===== src/rtl/poly_arith_pkg.sv =====
// Shared arithmetic definitions for the ML-KEM NTT-domain product path.
// Holds the coefficient type, the modulus, the pair count, the default
// A/B memory read latency, the sequencer state encoding and the 128-entry
// base-case twiddle table GAMMA[i] = 17^(2*BitRev7(i)+1) mod Q.
package poly_arith_pkg;

    localparam int unsigned Q          = 3329;
    localparam int unsigned N_PAIRS    = 128;
    localparam int unsigned RD_LAT_DEF = 1;

    typedef logic [11:0] coeff_t;
    typedef logic [6:0]  pair_idx_t;
    // One bit wider than the pair index so the terminal count N_PAIRS is representable.
    typedef logic [7:0]  pair_cnt_t;

    typedef enum logic [1:0] {
        ST_IDLE,
        ST_RUN,
        ST_DRAIN,
        ST_DONE
    } seq_state_t;

    // Odd entries are the negation of the preceding even entry: GAMMA[2k+1] = Q - GAMMA[2k].
    localparam coeff_t GAMMA [N_PAIRS] = '{
          17, 3312, 2761,  568,  583, 2746, 2649,  680,
        1637, 1692,  723, 2606, 2288, 1041, 1100, 2229,
        1409, 1920, 2662,  667, 3281,   48,  233, 3096,
         756, 2573, 2156, 1173, 3015,  314, 3050,  279,
        1703, 1626, 1651, 1678, 2789,  540, 1789, 1540,
        1847, 1482,  952, 2377, 1461, 1868, 2687,  642,
         939, 2390, 2308, 1021, 2437,  892, 2388,  941,
         733, 2596, 2337,  992,  268, 3061,  641, 2688,
        1584, 1745, 2298, 1031, 2037, 1292, 3220,  109,
         375, 2954, 2549,  780, 2090, 1239, 1645, 1684,
        1063, 2266,  319, 3010, 2773,  556,  757, 2572,
        2099, 1230,  561, 2768, 2466,  863, 2594,  735,
        2804,  525, 1092, 2237,  403, 2926, 1026, 2303,
        1143, 2186, 2150, 1179, 2775,  554,  886, 2443,
        1722, 1607, 1212, 2117, 1874, 1455, 1029, 2300,
        2110, 1219, 2935,  394,  885, 2444, 2154, 1175
    };

endpackage


===== src/rtl/poly_basemul_seq_if.sv =====
// Bus bundle of the base-multiply sequencer: control/status, the A/B
// memory read port, the operand/result handshake with the external
// base_case_mul and the C memory write port.
// Modports: master = sequencer side, slave = environment side
// (memories, multiplier, controlling logic).
interface poly_basemul_seq_if;
    import poly_arith_pkg::*;

    logic      start_i;
    logic      busy_o;
    logic      done_o;
    logic      err_o;

    logic      rd_en_o;
    pair_idx_t rd_addr_o;
    coeff_t    a0_i, a1_i, b0_i, b1_i;

    logic      mul_valid_o;
    coeff_t    mul_a0_o, mul_a1_o, mul_b0_o, mul_b1_o, mul_zeta_o;
    logic      mul_valid_i;
    coeff_t    mul_c0_i, mul_c1_i;

    logic      wr_en_o;
    pair_idx_t wr_addr_o;
    coeff_t    wr_c0_o, wr_c1_o;

    modport master (
        input  start_i,
        output busy_o, done_o, err_o,
        output rd_en_o, rd_addr_o,
        input  a0_i, a1_i, b0_i, b1_i,
        output mul_valid_o, mul_a0_o, mul_a1_o, mul_b0_o, mul_b1_o, mul_zeta_o,
        input  mul_valid_i, mul_c0_i, mul_c1_i,
        output wr_en_o, wr_addr_o, wr_c0_o, wr_c1_o
    );

    modport slave (
        output start_i,
        input  busy_o, done_o, err_o,
        input  rd_en_o, rd_addr_o,
        output a0_i, a1_i, b0_i, b1_i,
        input  mul_valid_o, mul_a0_o, mul_a1_o, mul_b0_o, mul_b1_o, mul_zeta_o,
        output mul_valid_i, mul_c0_i, mul_c1_i,
        input  wr_en_o, wr_addr_o, wr_c0_o, wr_c1_o
    );

endinterface


===== src/rtl/basemul_gamma_rom.sv =====
// Base-case twiddle ROM: registered lookup of GAMMA[idx_i], one cycle latency.
// Ports: clk, rst_n (async, active-low), idx_i (pair index), gamma_o (twiddle).
module basemul_gamma_rom
    import poly_arith_pkg::*;
(
    input  logic      clk,
    input  logic      rst_n,
    input  pair_idx_t idx_i,
    output coeff_t    gamma_o
);

    // NOTE: only the output register is reset; the table itself is a constant and needs no reset.
    always_ff @(posedge clk or negedge rst_n) begin
        if (!rst_n) gamma_o <= '0;
        else        gamma_o <= GAMMA[idx_i];
    end

endmodule


===== src/rtl/poly_basemul_seq.sv =====
// Sequencer for one ML-KEM NTT-domain polynomial product. Reads the 128
// A/B coefficient pairs back-to-back, streams each pair with its gamma to
// an external base_case_mul, writes the returned pairs in order to C and
// pulses done_o once all 128 results have been written.
// Ports: clk, rst_n (async, active-low), bus (poly_basemul_seq_if.master):
//   start_i/busy_o/done_o/err_o   control and status
//   rd_en_o/rd_addr_o/a*_i/b*_i   A/B memory read port (RD_LAT cycles)
//   mul_*_o / mul_*_i             operand issue / result return
//   wr_en_o/wr_addr_o/wr_c*_o     C memory write port
// RD_LAT must be >= 1.
module poly_basemul_seq
    import poly_arith_pkg::*;
#(
    parameter int unsigned RD_LAT = RD_LAT_DEF
) (
    input logic                clk,
    input logic                rst_n,
    poly_basemul_seq_if.master bus
);

    localparam pair_cnt_t LAST_IDX   = pair_cnt_t'(N_PAIRS - 1);
    localparam pair_cnt_t PAIR_TOTAL = pair_cnt_t'(N_PAIRS);

    seq_state_t        state_q, state_d;
    pair_cnt_t         rd_cnt, wr_cnt, iss_cnt;
    logic              rd_en, busy, done;
    pair_idx_t         rd_addr;
    logic [RD_LAT-1:0] rd_pipe;
    logic              rd_data_vld;
    pair_idx_t         rom_idx;
    coeff_t            rom_gamma;
    logic              start_ok, res_accept;

    assign start_ok = (state_q == ST_IDLE) && bus.start_i;

    always_ff @(posedge clk or negedge rst_n) begin
        if (!rst_n) state_q <= ST_IDLE;
        else        state_q <= state_d;
    end

    // NOTE: every output of this block gets a default first, so no path can infer a latch.
    always_comb begin
        state_d = state_q;
        rd_en   = 1'b0;
        busy    = 1'b1;
        done    = 1'b0;
        unique case (state_q)
            ST_IDLE: begin
                busy = 1'b0;
                if (bus.start_i) state_d = ST_RUN;
            end
            ST_RUN: begin
                rd_en = 1'b1;
                if (rd_cnt == LAST_IDX) state_d = ST_DRAIN;
            end
            ST_DRAIN: begin
                if (wr_cnt == PAIR_TOTAL) state_d = ST_DONE;
            end
            ST_DONE: begin
                done    = 1'b1;
                state_d = ST_IDLE;
            end
            default: state_d = ST_IDLE;
        endcase
    end

    assign rd_addr       = rd_en ? rd_cnt[6:0] : '0;
    assign bus.rd_en_o   = rd_en;
    assign bus.rd_addr_o = rd_addr;
    assign bus.busy_o    = busy;
    assign bus.done_o    = done;

    // A result is only legal while a run is active and something is outstanding.
    assign res_accept = bus.mul_valid_i
                     && (state_q == ST_RUN || state_q == ST_DRAIN)
                     && (iss_cnt != wr_cnt);

    // iss_cnt advances on the same edge that raises mul_valid_o, so a
    // zero-latency multiplier already sees its operation as outstanding.
    // NOTE: sequential state uses non-blocking assignments so every register samples pre-edge values.
    always_ff @(posedge clk or negedge rst_n) begin
        if (!rst_n) begin
            rd_cnt  <= '0;
            wr_cnt  <= '0;
            iss_cnt <= '0;
        end else if (start_ok) begin
            rd_cnt  <= '0;
            wr_cnt  <= '0;
            iss_cnt <= '0;
        end else begin
            if (rd_en)       rd_cnt  <= rd_cnt + 1'b1;
            if (rd_data_vld) iss_cnt <= iss_cnt + 1'b1;
            if (res_accept)  wr_cnt  <= wr_cnt + 1'b1;
        end
    end

    // Read strobe delayed by the memory latency marks the cycle a*_i/b*_i are valid.
    always_ff @(posedge clk or negedge rst_n) begin
        if (!rst_n) rd_pipe <= '0;
        else        rd_pipe <= RD_LAT'({rd_pipe, rd_en});
    end
    assign rd_data_vld = rd_pipe[RD_LAT-1];

    // The ROM contributes one cycle, so its index is the read address delayed RD_LAT-1 cycles.
    if (RD_LAT == 1) begin : g_idx_now
        assign rom_idx = rd_addr;
    end else begin : g_idx_dly
        logic [RD_LAT-2:0][6:0] idx_sr;
        always_ff @(posedge clk or negedge rst_n) begin
            if (!rst_n) idx_sr <= '0;
            else        idx_sr <= ((RD_LAT-1)*7)'({idx_sr, rd_addr});
        end
        assign rom_idx = idx_sr[RD_LAT-2];
    end

    basemul_gamma_rom u_gamma_rom (
        .clk     (clk),
        .rst_n   (rst_n),
        .idx_i   (rom_idx),
        .gamma_o (rom_gamma)
    );

    always_ff @(posedge clk or negedge rst_n) begin
        if (!rst_n) begin
            bus.mul_valid_o <= 1'b0;
            bus.mul_a0_o    <= '0;
            bus.mul_a1_o    <= '0;
            bus.mul_b0_o    <= '0;
            bus.mul_b1_o    <= '0;
            bus.mul_zeta_o  <= '0;
        end else begin
            bus.mul_valid_o <= rd_data_vld;
            if (rd_data_vld) begin
                bus.mul_a0_o   <= bus.a0_i;
                bus.mul_a1_o   <= bus.a1_i;
                bus.mul_b0_o   <= bus.b0_i;
                bus.mul_b1_o   <= bus.b1_i;
                bus.mul_zeta_o <= rom_gamma;
            end
        end
    end

    always_ff @(posedge clk or negedge rst_n) begin
        if (!rst_n) begin
            bus.wr_en_o   <= 1'b0;
            bus.wr_addr_o <= '0;
            bus.wr_c0_o   <= '0;
            bus.wr_c1_o   <= '0;
        end else begin
            bus.wr_en_o <= res_accept;
            if (res_accept) begin
                bus.wr_addr_o <= wr_cnt[6:0];
                bus.wr_c0_o   <= bus.mul_c0_i;
                bus.wr_c1_o   <= bus.mul_c1_i;
            end
        end
    end

    // A spurious result is the stronger event, so it wins over the clear on start.
    always_ff @(posedge clk or negedge rst_n) begin
        if (!rst_n)                              bus.err_o <= 1'b0;
        else if (bus.mul_valid_i && !res_accept) bus.err_o <= 1'b1;
        else if (start_ok)                       bus.err_o <= 1'b0;
    end

endmodule


===== src/flat_wrapper.sv =====
// flat-port wrapper written by rule: the top's interface ports become plain ports
module poly_basemul_seq_flat import poly_arith_pkg::*;
#(
    parameter int unsigned RD_LAT = RD_LAT_DEF
)
  (clk, rst_n, bus_start_i, bus_busy_o, bus_done_o, bus_err_o, bus_rd_en_o, bus_rd_addr_o, bus_a0_i, bus_a1_i, bus_b0_i, bus_b1_i, bus_mul_valid_o, bus_mul_a0_o, bus_mul_a1_o, bus_mul_b0_o, bus_mul_b1_o, bus_mul_zeta_o, bus_mul_valid_i, bus_mul_c0_i, bus_mul_c1_i, bus_wr_en_o, bus_wr_addr_o, bus_wr_c0_o, bus_wr_c1_o);
  poly_basemul_seq_if bus_i ();
  input logic clk;
  input logic rst_n;
  input wire logic [$bits(bus_i.start_i)-1:0] bus_start_i;
  output wire logic [$bits(bus_i.busy_o)-1:0] bus_busy_o;
  output wire logic [$bits(bus_i.done_o)-1:0] bus_done_o;
  output wire logic [$bits(bus_i.err_o)-1:0] bus_err_o;
  output wire logic [$bits(bus_i.rd_en_o)-1:0] bus_rd_en_o;
  output wire logic [$bits(bus_i.rd_addr_o)-1:0] bus_rd_addr_o;
  input wire logic [$bits(bus_i.a0_i)-1:0] bus_a0_i;
  input wire logic [$bits(bus_i.a1_i)-1:0] bus_a1_i;
  input wire logic [$bits(bus_i.b0_i)-1:0] bus_b0_i;
  input wire logic [$bits(bus_i.b1_i)-1:0] bus_b1_i;
  output wire logic [$bits(bus_i.mul_valid_o)-1:0] bus_mul_valid_o;
  output wire logic [$bits(bus_i.mul_a0_o)-1:0] bus_mul_a0_o;
  output wire logic [$bits(bus_i.mul_a1_o)-1:0] bus_mul_a1_o;
  output wire logic [$bits(bus_i.mul_b0_o)-1:0] bus_mul_b0_o;
  output wire logic [$bits(bus_i.mul_b1_o)-1:0] bus_mul_b1_o;
  output wire logic [$bits(bus_i.mul_zeta_o)-1:0] bus_mul_zeta_o;
  input wire logic [$bits(bus_i.mul_valid_i)-1:0] bus_mul_valid_i;
  input wire logic [$bits(bus_i.mul_c0_i)-1:0] bus_mul_c0_i;
  input wire logic [$bits(bus_i.mul_c1_i)-1:0] bus_mul_c1_i;
  output wire logic [$bits(bus_i.wr_en_o)-1:0] bus_wr_en_o;
  output wire logic [$bits(bus_i.wr_addr_o)-1:0] bus_wr_addr_o;
  output wire logic [$bits(bus_i.wr_c0_o)-1:0] bus_wr_c0_o;
  output wire logic [$bits(bus_i.wr_c1_o)-1:0] bus_wr_c1_o;
  assign bus_i.start_i = bus_start_i;
  assign bus_busy_o = bus_i.busy_o;
  assign bus_done_o = bus_i.done_o;
  assign bus_err_o = bus_i.err_o;
  assign bus_rd_en_o = bus_i.rd_en_o;
  assign bus_rd_addr_o = bus_i.rd_addr_o;
  assign bus_i.a0_i = bus_a0_i;
  assign bus_i.a1_i = bus_a1_i;
  assign bus_i.b0_i = bus_b0_i;
  assign bus_i.b1_i = bus_b1_i;
  assign bus_mul_valid_o = bus_i.mul_valid_o;
  assign bus_mul_a0_o = bus_i.mul_a0_o;
  assign bus_mul_a1_o = bus_i.mul_a1_o;
  assign bus_mul_b0_o = bus_i.mul_b0_o;
  assign bus_mul_b1_o = bus_i.mul_b1_o;
  assign bus_mul_zeta_o = bus_i.mul_zeta_o;
  assign bus_i.mul_valid_i = bus_mul_valid_i;
  assign bus_i.mul_c0_i = bus_mul_c0_i;
  assign bus_i.mul_c1_i = bus_mul_c1_i;
  assign bus_wr_en_o = bus_i.wr_en_o;
  assign bus_wr_addr_o = bus_i.wr_addr_o;
  assign bus_wr_c0_o = bus_i.wr_c0_o;
  assign bus_wr_c1_o = bus_i.wr_c1_o;
  poly_basemul_seq #(.RD_LAT(RD_LAT)) u_core (.clk(clk), .rst_n(rst_n), .bus(bus_i));
endmodule

===== config.mk =====
export PLATFORM = sky130hd
export DESIGN_NAME = poly_basemul_seq_flat
export DESIGN_NICKNAME = d
export VERILOG_FILES = /design/src/rtl/poly_arith_pkg.sv /design/src/rtl/poly_basemul_seq_if.sv /design/src/rtl/basemul_gamma_rom.sv /design/src/rtl/poly_basemul_seq.sv /design/src/flat_wrapper.sv
export SDC_FILE = /design/constraint.sdc
export NUM_CORES = 1
export LEC_CHECK = 0
export CAP_MARGIN = 25
export CORE_MARGIN = 4
export CORE_UTILIZATION = 51
export DETAILED_ROUTE_END_ITERATION = 10
export GPL_ROUTABILITY_DRIVEN = 0
export PLACE_DENSITY_LB_ADDON = 0.15
export SETUP_SLACK_MARGIN = 0.02
export SLEW_MARGIN = 25
export SYNTH_ARGS = -nofsm -noshare
export SYNTH_HDL_FRONTEND = slang
export SYNTH_HIERARCHICAL = 1
export SYNTH_SLANG_ARGS = --single-unit

===== constraint.sdc =====
create_clock -name clk -period 3.9 [get_ports clk]
set_input_delay 0.78 -clock clk [delete_from_list [all_inputs] [get_ports clk]]
set_output_delay 0.78 -clock clk [all_outputs]
set_load 0.05 [all_outputs]

# Word level (Yosys, flattened, before mapping)
# Memories as Yosys holds them, arrays and structs flattened. A register that Yosys moved wholly into a read port is not among the register bits.
# Cells that the tools add are included.
# word_totals
reg_bits	121
romBits	1536
input_bits	76
out_inout_bits	104
word_cells	59
memories	1
# mem_list
name	depth	word_bits	rd	rd_clocked_by_memory_dff	wr	line_no	text
(no name shown)	128	12	1	1	0	basemul_gamma_rom.sv:15	else gamma_o <= GAMMA[idx_i];
# op_classes
addsub	3
n_eq_ne	9
n_mux	16
bitwise	1
reduce_logical	13
# op_table
op	count
$mux W8	6
$add A8 B1 Y8 const B	3
$eq A8 B7 Y1 const B	1
$eq A8 B8 Y1 const B	1
$ne A8 B8 Y1	1
$not A7 Y8	1
$pmux W2 S4	1
$reduce_bool A2 Y1	4
$mux W7	1
$mux W2	3
$mux W1	5
$eq A2 B2 Y1 const B	2
$logic_and A1 B1 Y1	4
$ne A2 B1 Y1 const B	2
$reduce_and A3 Y1	1
$eq A2 B1 Y1 const B	1
$logic_not A1 Y1	2
$logic_not A2 Y1	1
$ne A2 B2 Y1 const B	1
$logic_or A1 B1 Y1	1

# Logic depth before layout (Yosys ltp)
# Gate-level depths: netlist of run 1.
# depth
word_depth	7
mapped_depth	13
depth_no_buf	10

# Hierarchy
# The synthesis of run 1 kept the hierarchy.
# by_module_without_submodules
module	n_inst	cells_per_inst	area_per_inst_um2	seq_area_each_um2
poly_basemul_seq	1	360	5073.6	3027.9
basemul_gamma_rom	1	362	2673.8	300.3

# Least setup slack after synthesis of run 1
# Ideal clock, no wire load.
# synth_path
path_type	register -> register
start	register u_core.state_q[1]
end	register u_core.u_gamma_rom.gamma_o[11]
setup_ns	0.138
arrival_time_ns	3.821
required_time_ns	3.762
path_slack_ns	-0.059
stages_incl_launch_ff	12
path_buffers	2
synth_period_minus_slack_ns	3.959
cell_sequence	dfrtp_1 inv_1 ha_1 clkbuf_1 and2_1 inv_1 ha_1 buf_2 nor2_1 nor3_1 o31ai_1 mux4_2
# synth_between
elab_chain_len	4
# synth_lines
item	line_no	text
start: declaration	poly_basemul_seq.sv:24	seq_state_t state_q, state_d;
start signal: assignment	poly_basemul_seq.sv:38	else state_q <= state_d;
$eq A2 B1 Y1	poly_basemul_seq.sv:47	unique case (state_q)
$mux W1	poly_basemul_seq.sv:47	
via bus_rd_en_o	flat_wrapper.sv:14	output wire logic [$bits(bus_i.rd_en_o)-1:0] bus_rd_en_o;
$mux W7	poly_basemul_seq.sv:67	assign rd_addr = rd_en ? rd_cnt[6:0] : '0;
via bus_rd_addr_o[1]	flat_wrapper.sv:15	output wire logic [$bits(bus_i.rd_addr_o)-1:0] bus_rd_addr_o;
$not A7 Y8 (implied by the code)	basemul_gamma_rom.sv:15	
end: declaration	basemul_gamma_rom.sv:9	output coeff_t gamma_o
# The timed path passes the listed nets, and every way through them passes these cells.
# A chain may end at the register's enable or synchronous reset.

# Worst setup path after layout of run 1
# layout_path
start	register u_core.state_q[1]
end	output bus_rd_addr_o[4]
# layout_between
elab_chain_len	3
# layout_lines
item	line_no
$eq A2 B1 Y1	poly_basemul_seq.sv:47
$mux W1	poly_basemul_seq.sv:47
$mux W7	poly_basemul_seq.sv:67
end: declaration	flat_wrapper.sv:15
# No other way between the ends.

==> run_results.csv, run 1 <==
group,metric,value,unit
run_status,status,"completed",
drt,via_per_inst,6.04,
synthesis,ys_types,79,
worst_setup_path,cp_slowest_cell,"clkdlybuf4s50_1",
drt,num_vias,6501,
synthesis,avgSynthCellArea,10.7,µm²
finish,diodes,0,
drt,drt_first_pass_iters,5,
synthesis,synthSimpleGateAreaFrac,13.8,%
cts,clockBufferDepth,2,
synthesis,synth-edff-count,0,
timing,finalSetupViolCount,0,
timing,rsz0062_at_grt,"no",
synthesis,synth-compound-area-share,14.1,%
synthesis,synth_top_family_by_area,"multiplexers",
timing,fin_setup_tns,0,ns
synthesis,syn_inst,722,
finish,drive_above_1_share,19.1,%
timing,fin_ws,0.328,ns
synthesis,synth_adder_area_share,4.52,%
cts,clkSinkCount,133,
floorplanning,coreArea,14700,µm²
timing,finalClockSkew,0.0108,ns
placed_design,port_buffers,179,
finish,instances_no_fill,1077,
global_route,antenna_found_initial,1,
worst_setup_path,crit_arrival,2.79,ns
synthesis,synth-seq-cells,133,
cts,clock_latency,0.42,ns
placed_design,dp_hpwl,15500,µm
power_and_ir_drop,p_leak,4.34,nW
timing,timing.fmax,0.280,GHz
placed_design,placed_area,9560,µm²
synthesis,synth_fp_nets,826,
finish,nFillCells,1072,
floorplanning,die_y,131,µm
synthesis,ys_warn_count,6,
power_and_ir_drop,power.total,9.26,mW
timing,finalCritPeriodShare,91.6,%
cts,htreeDepth,4,
placed_design,place_ws,0.793,ns
timing,tightestPinTransition,0.889,ns
timing,drv_slew,0,
placed_design,dp_cells,1045,
power_and_ir_drop,powerDensity,907,nW/µm²
cts,cts-buffers-inserted,17,
drt,postRouteAntennaNets,0,
drt,drc_errors,0,
cts,ctsResizeCount,0,
worst_setup_path,required,3.12,ns
synthesis,syn_area,7750,µm²
cts,post-cts-setup-buffers,0,
synthesis,synth-seq-area-share,43.0,%
drt,first_iter_violations,911,
finish,final_area,10200,µm²
floorplanning,start_util,52.7,%
worst_setup_path,crit_chain,"inv_1 > ha_1 > buf_4 > and2_2 > clkdlybuf4s50_1",
timing,period_minus_slack,3.57,ns
worst_setup_path,critPathKind,"reg2out",
synthesis,synth_mux_area_share,16.3,%
cts,cts.reportedPaths.clkPinSlew,0.07,ns
floorplanning,dieArea,17200,µm²
worst_setup_path,crit_fanout,30,
global_route,grt_use_total,25.6,%
finish,nets,984,
cts,postCtsHoldBufs,0,
global_route,first_global_vias,6310,
cts,cts_tree,"yes",
cts,cts_root_buf,"clkbuf_16",
worst_hold_path,hold_class,"in2async",
worst_setup_path,start_kind,"flop",
synthesis,synthFlopType,"dfrtp_1",
finish,area_delta_synth_final,31.6,%
timing,slew_headroom,40.7,%
floorplanning,rows,44,
worst_setup_path,end_kind,"output pin",
drt,avgRoutedWirePerCell,20.6,µm
flow_run,maxCapViolations,0,
worst_setup_path,slowest_delay,0.91,ns
floorplanning,fp.dieW,131,µm
floorplanning,io_pins,180,
drt,wl,22200,µm
timing,hold_viol,0,
global_route,grt_max_degree,71,
synthesis,synthXorXnorAreaFrac,3.04,%
global_route,overflow,0,
synthesis,synth_async_sr_flop_share,100,%
power_and_ir_drop,vdd_drop_max,0.000471,V
global_route,grt_pass1_wl,36000,µm
[metal layers]
metal  wire length (µm)  global-route usage (%)  up-vias
met1               9130                    33.7     3067
met5                 13                       0        -
met2              10300                    40.8      427
met3               2240                    8.52       71
li1                   -                       -     2934
met4                573                    7.00        2
[final cells by class]
type	instances	area [µm²]	share of cell area [%]
flip-flops and latches	133	3330	32.6
well taps	184	230	2.26
multi-input cells	518	4020	39.4
repair buffers	194	1910	18.7
clock buffers	17	425	4.17
clock inverters	15	216	2.12
inverters	16	65.1	0.638
[registers in the layout, summed over array words and instances (netlist names)]
signal                      cells
u_core/bus.err_o                1
u_core/wr_cnt                   8
u_core/bus.mul_a1_o            12
u_core/rd_cnt                   8
u_core/bus.mul_b1_o            12
u_core/bus.wr_addr_o            7
u_core/bus.mul_zeta_o          12
u_core/u_gamma_rom/gamma_o     12
u_core/bus.mul_valid_o          1
u_core/rd_data_vld              1
u_core/bus.wr_en_o              1
u_core/bus.wr_c0_o             12
u_core/bus.mul_b0_o            12
u_core/iss_cnt                  8
u_core/state_q                  2
u_core/bus.mul_a0_o            12
u_core/bus.wr_c1_o             12
[placed cells by master (no fill, tap or decap), types with 4 or more instances in the layout]
cell             netlist  layout
mux2i_1                5       5
inv_1                 13      13
nor3_1                11      11
and2_1                10       5
a211o_1                4       4
and3_1                 8       8
bufinv_16              0       4
o21ai_0               36      36
mux2_2                67      67
ha_1                  28      28
nand2_1               45      45
a2111oi_0              4       4
a31oi_1                8       8
nand3_1               12      12
xnor2_1                8       8
mux4_2                 5       5
a211oi_1              10      10
buf_4                  6      17
dfrtp_1              133     132
clkdlybuf4s50_1        0     176
o211ai_1               6       6
a21oi_1               37      37
o21ai_1                4       4
nand4_1               10      10
nor2b_1               13      13
or2_2                  4       4
clkbuf_16              0      17
nand2b_1              19      19
o22ai_1                4       4
inv_6                  0       5
and2_2                 0       5
nor2_1                48      48
xor2_1                17      17
mux2_4                23      23
o31ai_1                8       8
[worst max-delay path: cells and delay by family (launching register included)]
family	cells	cell delay, ns
buffers and inverters	3	1.23
DFF	1	0.42
adders and majority gates	1	0.22
and+or+nand+nor	1	0.51
[cell usage after synthesis (5+ instances only)]
library cell	instances	area, µm²
mux2_2	67	754
o31ai_1	8	60.1
ha_1	28	350
nand2_1	45	169
nor2_1	48	180
xor2_1	17	149
mux4_2	5	113
buf_4	6	45.0
nor2b_1	13	81.3
o21ai_0	36	180
a211oi_1	10	75.1
clkbuf_1	17	63.8
buf_6	9	101
and2_1	10	62.6
a31oi_1	8	50.1
and3_1	8	50.1
mux2i_1	5	50.1
nand3_1	12	60.1
nand2b_1	19	119
buf_2	20	100
a21oi_1	37	185
dfrtp_1	133	3330
nor3_1	11	55.1
xnor2_1	8	70.1
inv_1	13	48.8
mux2_4	23	345
o211ai_1	6	45.0
nand4_1	10	62.6
[cells by family (layout without fill, tap and decap cells)]
logic type / after synthesis / in the layout
simple gates: 203 / 203
xor+xnor: 26 / 26
fa+ha+maj: 28 / 28
buf+inv: 71 / 242
flops: 133 / 133
compound gates: 161 / 161
mux: 100 / 100
[where the power goes]
part | leakage, nW | switching, mW | internal, mW
Sequential | 1.65 | 0.408 | 1.95
Clock | 0.307 | 0.649 | 1.09
Combinational | 2.39 | 3.15 | 2.01
[stage by stage]
stage	hold slack (ns)	utilization [%]
floorplan	0.391	-
global placement	0.462	65.0
finish	0.470	69.4
CTS	0.476	69.4
global route	0.494	69.4
detailed placement	0.463	65.0
[path summary, 6_finish.rpt]
check / start / to / slack (ns) / depth (start not counted)
max: u_core/state_q[1]$_DFFE_PN0P_ / bus_rd_addr_o[4] / 0.33 / 5
min: rst_n / u_core/bus.wr_c0_o[8]$_DFFE_PN0P_ / 0.47 / 1
max reg2reg: u_core/state_q[1]$_DFFE_PN0P_ / u_core/u_gamma_rom/gamma_o[11]$_DFF_PN0_ / 0.77 / 10
min reg2reg: u_core/u_gamma_rom/gamma_o[9]$_DFF_PN0_ / u_core/bus.mul_zeta_o[9]$_DFFE_PN0P_ / 0.47 / 1
max in group asynchronous: rst_n / u_core/bus.mul_a0_o[7]$_DFFE_PN0P_ / 2.57 / 2
min in group clk: u_core/u_gamma_rom/gamma_o[9]$_DFF_PN0_ / u_core/bus.mul_zeta_o[9]$_DFFE_PN0P_ / 0.47 / 1
(Power assumes the default switching activity.)
==> run 2: changes to the inputs <==
--- a/config.mk
+++ b/config.mk
@@ -7,7 +7,7 @@
 export LEC_CHECK = 0
 export CAP_MARGIN = 25
 export CORE_MARGIN = 4
-export CORE_UTILIZATION = 51
+export CORE_UTILIZATION = 55
 export DETAILED_ROUTE_END_ITERATION = 10
 export GPL_ROUTABILITY_DRIVEN = 0
 export PLACE_DENSITY_LB_ADDON = 0.15
==> constraint.sdc (replaced) <==
create_clock -name clk -period 4.6 [get_ports clk]
set_input_delay 0.92 -clock clk [delete_from_list [all_inputs] [get_ports clk]]
set_output_delay 0.92 -clock clk [all_outputs]
set_load 0.05 [all_outputs]
==> run 2 against run 1 <==
  * Wire length shrank 2.6%
  * Final area shrank 0.86%
  * Flip-flop and latch count is the same
  * Critical endpoint is now bus_rd_addr_o[3]
==> run_results.csv, run 2 (same netlist as run 1, synthesis figures left out) <==
group,metric,value,unit
drt,num_vias,6602,
finish,drive_above_1_share,18.2,%
placed_design,dp_cells,1037,
finish,multi_input_area,4020,µm²
floorplanning,io_pins,180,
worst_setup_path,r2r_cells,10,
cts,cts.reportedPaths.clkPinSlew,0.06,ns
worst_setup_path,r2r_slack,1.02,ns
power_and_ir_drop,combPwrFrac,57.3,%
worst_setup_path,crit_fanout,30,
flow_run,maxCapViolations,0,
global_route,antenna_found_initial,0,
floorplanning,rows,43,
timing,slew_headroom,40.3,%
worst_setup_path,worstSetupStartpoint,"u_core/state_q[1]$_DFFE_PN0P_",
cts,clock_latency,0.42,ns
worst_hold_path,hold_class,"reg2reg",
worst_hold_path,min-delay-start,"u_core/u_gamma_rom/gamma_o[1]$_DFF_PN0_",
timing,period_minus_slack,3.82,ns
finish,regArea,3330,µm²
cts,ctsResizeCount,0,
timing,hold_viol,0,
finish,diodes,0,
cts,htreeDepth,4,
floorplanning,die_y,127,µm
worst_setup_path,timing.rr.end,"u_core/u_gamma_rom/gamma_o[11]$_DFF_PN0_",
worst_setup_path,critPathKind,"reg2out",
cts,clockBufferDepth,2,
cts,cts_root_buf,"clkbuf_16",
finish,final_common_cell,"clkdlybuf4s50_1",
drt,via_per_inst,6.18,
finish,instances_no_fill,1069,
timing,finalCritPeriodShare,83.1,%
floorplanning,dieArea,16000,µm²
drt,drc_errors,0,
worst_setup_path,start_kind,"flop",
global_route,grt_max_degree,68,
finish,nFillCells,915,
placed_design,dp_hpwl,15100,µm
power_and_ir_drop,power.total,7.71,mW
power_and_ir_drop,clock_power_share,17.7,%
timing,fin_setup_tns,0,ns
cts,post-cts-setup-buffers,0,
power_and_ir_drop,switching_share,45.9,%
floorplanning,coreArea,13800,µm²
worst_setup_path,rr_startpoint,"u_core/state_q[1]$_DFFE_PN0P_",
timing,finalClockSkew,0.0128,ns
floorplanning,start_util,56.0,%
cts,cts-buffers-inserted,17,
placed_design,port_buffers,179,
finish,area_delta_synth_final,30.5,%
power_and_ir_drop,seq_power_share,24.9,%
cts,postCtsHoldBufs,0,
worst_hold_path,hold_end,"u_core/bus.mul_zeta_o[1]$_DFFE_PN0P_",
global_route,grt_use_total,26.6,%
timing,rsz0062_at_grt,"no",
power_and_ir_drop,vdd_drop_max,0.000427,V
timing,timing.fmax,0.262,GHz
timing,finalSetupViolCount,0,
cts,cts_tree,"yes",
worst_setup_path,end_kind,"output pin",
drt,wl,21600,µm
run_status,status,"completed",
global_route,overflow,0,
global_route,grt_pass1_wl,34300,µm
finish,nets,980,
timing,drv_slew,0,
finish,final_cell_mix,"178 x clkdlybuf4s50_1, 132 x dfrtp_1, 67 x mux2_2",
worst_setup_path,required,3.68,ns
power_and_ir_drop,p_leak,4.30,nW
power_and_ir_drop,intPower,4.17,mW
worst_hold_path,whs_path_depth,1,
drt,postRouteAntennaNets,0,
power_and_ir_drop,powerDensity,763,nW/µm²
global_route,first_global_vias,6241,
drt,drt_first_pass_iters,7,
drt,avgRoutedWirePerCell,20.3,µm
cts,clkSinkCount,133,
power_and_ir_drop,switchingPower,3.54,mW
drt,first_iter_violations,1103,
worst_setup_path,crit_arrival,2.90,ns
timing,tightestPinTransition,0.896,ns
floorplanning,fp.dieW,127,µm
## run 2: cell types whose count changed in the layout (fill, tap and decap cells not counted), moves of 3 or more
cell      before  now
inv_6          5    2
and2_1         5    8
and2_2         5    2
clkinv_2       0    3
buf_4         17   12
## run 2: how the worst max path moves through the flow
stage / slack (ns) / to
after floorplan: 0.64 / u_core/u_gamma_rom/gamma_o[11]$_DFF_PN0_
after CTS: 0.79 / bus_rd_addr_o[3]
after detailed placement: 1.13 / u_core/u_gamma_rom/gamma_o[11]$_DFF_PN0_
final: 0.78 / bus_rd_addr_o[3]
after global routing: 0.62 / bus_rd_addr_o[3]
after global placement: 1.22 / u_core/u_gamma_rom/gamma_o[11]$_DFF_PN0_
## run 2: final cells by class
type	count	area share [%]
Multi-Input combinational cell	518	39.7
Clock inverter	13	1.46
Tap cell	180	2.23
Timing Repair Buffer	190	18.5
Clock buffer	19	4.48
Sequential cell	133	32.9
Inverter	16	0.643
## run 2: per-stage QoR
step | instance area [µm²] | utilization, % | worst slack (ns) | hold slack [ns]
global route | 10100 | 73.1 | 0.622 | 0.484
CTS | 10100 | 73.1 | 0.785 | 0.476
floorplan | 7750 | - | 0.641 | 0.391
finish | 10100 | 73.1 | 0.778 | 0.474
detailed placement | 9510 | 68.8 | 1.13 | 0.466
global placement | 9510 | 68.8 | 1.22 | 0.458
## run 2: worst max-delay path: stages, from the launching register on
cell and delay [ns]:
dfrtp_1 0.41, inv_1 0.12, ha_1 0.44, and2_2 0.58
clkdlybuf4s50_1 0.92
## run 2: layer usage
metal / global-route usage, % / up-vias / part of all wire, %
li1: - / 2924 / -
met1: 37.6 / 3129 / 42
met2: 39.9 / 458 / 45
met3: 7.49 / 91 / 10
met4: 8.83 / 0 / 3.1
met5: 0 / - / 0
## run 2: power by group through the flow
stage | clock network (mW) | logic (mW) | registers (mW)
floorplan | 0 | 1.74 | 3.26
global placement | 0 | 4.32 | 1.91
detailed placement | 0 | 4.37 | 1.94
CTS | 1.39 | 4.40 | 1.93
global route | 1.44 | 4.61 | 1.99
finish | 1.37 | 4.42 | 1.92
==> run 3: changes to the inputs <==
--- a/config.mk
+++ b/config.mk
@@ -7,7 +7,7 @@
 export LEC_CHECK = 0
 export CAP_MARGIN = 25
 export CORE_MARGIN = 4
-export CORE_UTILIZATION = 55
+export CORE_UTILIZATION = 51
 export DETAILED_ROUTE_END_ITERATION = 10
 export GPL_ROUTABILITY_DRIVEN = 0
 export PLACE_DENSITY_LB_ADDON = 0.15
==> constraint.sdc (replaced) <==
create_clock -name clk -period 3.8 [get_ports clk]
set_input_delay 0.76 -clock clk [delete_from_list [all_inputs] [get_ports clk]]
set_output_delay 0.76 -clock clk [all_outputs]
set_load 0.05 [all_outputs]
==> run 3 against run 2 <==
  * Combinational power is 20% higher
  * Non-clock buffer count increased by 7
  * Clock-buffer cell count shrank 2
  * First-iteration DRC count shrank 12%
  * Critical path type unchanged
==> run_results.csv, run 3 (same netlist as run 1, synthesis figures left out) <==
group,metric,value,unit
run_status,status,"completed",
worst_setup_path,timing.rr.end,"u_core/u_gamma_rom/gamma_o[6]$_DFF_PN0_",
finish,final_area,10200,µm²
finish,final_cell_mix,"175 x clkdlybuf4s50_1, 132 x dfrtp_1, 67 x mux2_2",
worst_setup_path,end_kind,"output pin",
worst_setup_path,rr_startpoint,"u_core/state_q[1]$_DFFE_PN0P_",
power_and_ir_drop,clock_power_share,17.8,%
power_and_ir_drop,p_leak,4.33,nW
worst_setup_path,r2r_cells,11,
cts,post-cts-setup-buffers,0,
floorplanning,dieArea,17200,µm²
power_and_ir_drop,switchingPower,4.28,mW
flow_run,maxCapViolations,0,
timing,rsz0062_at_grt,"no",
timing,finalSetupViolCount,0,
worst_setup_path,crit_arrival,2.66,ns
worst_hold_path,hold_class,"in2async",
worst_setup_path,cpMostUsedCell,"buf_4",
worst_setup_path,cp_slowest_cell,"clkdlybuf4s50_1",
floorplanning,rows,44,
power_and_ir_drop,intPower,5.09,mW
timing,slew_headroom,40.9,%
drt,wl,22000,µm
drt,first_iter_violations,975,
drt,num_vias,6526,
drt,via_per_inst,6.04,
worst_setup_path,start_kind,"flop",
finish,drive_above_1_share,19.5,%
floorplanning,io_pins,180,
timing,hold_slack,0.411,ns
worst_setup_path,crit_chain,"inv_1 > ha_1 > buf_4 > and2_2 > buf_4 > clkdlybuf4s50_1",
power_and_ir_drop,combPwrFrac,56.5,%
timing,tightestPinTransition,0.886,ns
power_and_ir_drop,vdd_drop_max,0.000448,V
timing,drv_slew,0,
cts,clockBufferDepth,2,
timing,fin_setup_tns,0,ns
worst_setup_path,path_depth,6,
finish,final_common_cell,"clkdlybuf4s50_1",
cts,cts_tree,"yes",
cts,postCtsHoldBufs,0,
floorplanning,coreArea,14700,µm²
finish,nets,987,
timing,period_minus_slack,3.42,ns
power_and_ir_drop,power.total,9.37,mW
cts,htreeDepth,4,
timing,finalCritPeriodShare,89.9,%
power_and_ir_drop,seq_power_share,25.7,%
drt,drc_errors,0,
global_route,first_global_vias,6323,
worst_setup_path,crit_fanout,26,
worst_setup_path,critPathKind,"reg2out",
placed_design,dp_hpwl,15600,µm
cts,clkSinkCount,133,
worst_setup_path,critPathTopFamily,"buffers and inverters",
placed_design,placed_area,9560,µm²
drt,drt_first_pass_iters,6,
timing,timing.fmax,0.293,GHz
cts,cts-buffers-inserted,17,
power_and_ir_drop,switching_share,45.6,%
cts,clock_latency,0.42,ns
worst_setup_path,required,3.04,ns
floorplanning,fp.dieW,131,µm
worst_setup_path,cp-endpoint,"bus_rd_addr_o[0]",
worst_setup_path,worstSetupStartpoint,"u_core/state_q[1]$_DFFE_PN0P_",
cts,cts.reportedPaths.clkPinSlew,0.06,ns
worst_setup_path,r2r_slack,0.63,ns
drt,postRouteAntennaNets,0,
cts,ctsResizeCount,0,
floorplanning,die_y,131,µm
power_and_ir_drop,powerDensity,921,nW/µm²
finish,area_delta_synth_final,31.3,%
floorplanning,start_util,52.7,%
global_route,grt_max_degree,62,
global_route,antenna_found_initial,1,
global_route,grt_use_total,25.3,%
global_route,overflow,0,
global_route,grt_pass1_wl,35300,µm
worst_setup_path,slowest_delay,0.87,ns
cts,cts_root_buf,"clkbuf_16",
worst_setup_path,crit_buf_inv,4,
placed_design,port_buffers,179,
timing,hold_viol,0,
timing,finalClockSkew,0.0111,ns
drt,avgRoutedWirePerCell,20.4,µm
finish,final_core_util,69.2,%
run 3: cell types whose count changed in the layout (fill, tap and decap cells not counted), moves of 2 or more:
cell,change
clkinv_4,-3
clkdlybuf4s50_1,-3
clkbuf_8,-2
and2_1,-3
buf_4,+10
clkinvlp_4,+4
and2_2,+3
run 3: cell type report:
| class | count | area, µm² |
|---|---|---|
| diodes | 1 | 2.50 |
| clock buffers | 17 | 425 |
| clock inverters | 15 | 179 |
| fillers | 1038 | 4530 |
| inverters | 16 | 65.1 |
| multi-input cells | 518 | 4020 |
| flip-flops and latches | 133 | 3330 |
| well taps | 184 | 230 |
| repair buffers | 197 | 1920 |
run 3: layer usage:
metal / vias to the layer above / track usage [%] / wire [µm]
met4: 0 / 8.52 / 577
met5: - / 0 / 0
met1: 3072 / 33.7 / 9120
met3: 67 / 8.60 / 2290
met2: 466 / 39.1 / 10000
li1: 2921 / - / -
run 3: how the worst min path moves through the flow:
stage                                            end  depth (start not counted)  slack, ns
6_report           u_core/bus.wr_c1_o[1]$_DFFE_PN0P_                          1       0.41
5_1_grt            u_core/bus.wr_c1_o[1]$_DFFE_PN0P_                          1       0.45
4_1_cts            u_core/bus.wr_c1_o[1]$_DFFE_PN0P_                          1       0.43
3_5_place_dp   u_core/bus.mul_zeta_o[10]$_DFFE_PN0P_                          1       0.46
3_3_place_gp    u_core/bus.mul_zeta_o[8]$_DFFE_PN0P_                          1       0.46
2_1_floorplan       u_core/bus.mul_valid_o$_DFF_PN0_                          0       0.39
run 3: power groups by stage:
stage               Clock, mW  Sequential (mW)  Combinational [mW]
floorplan                   0             3.95                2.11
global placement            0             2.38                5.19
detailed placement          0             2.43                5.25
CTS                      1.70             2.41                5.28
global route             1.77             2.48                5.52
finish                   1.67             2.41                5.30
run 3: metrics by stage:
step	instances	worst slack, ns
finish	1081	0.384
global route	1081	0.216
CTS	1080	0.360
detailed placement	1048	0.694
global placement	1048	0.790
floorplan	722	0.124
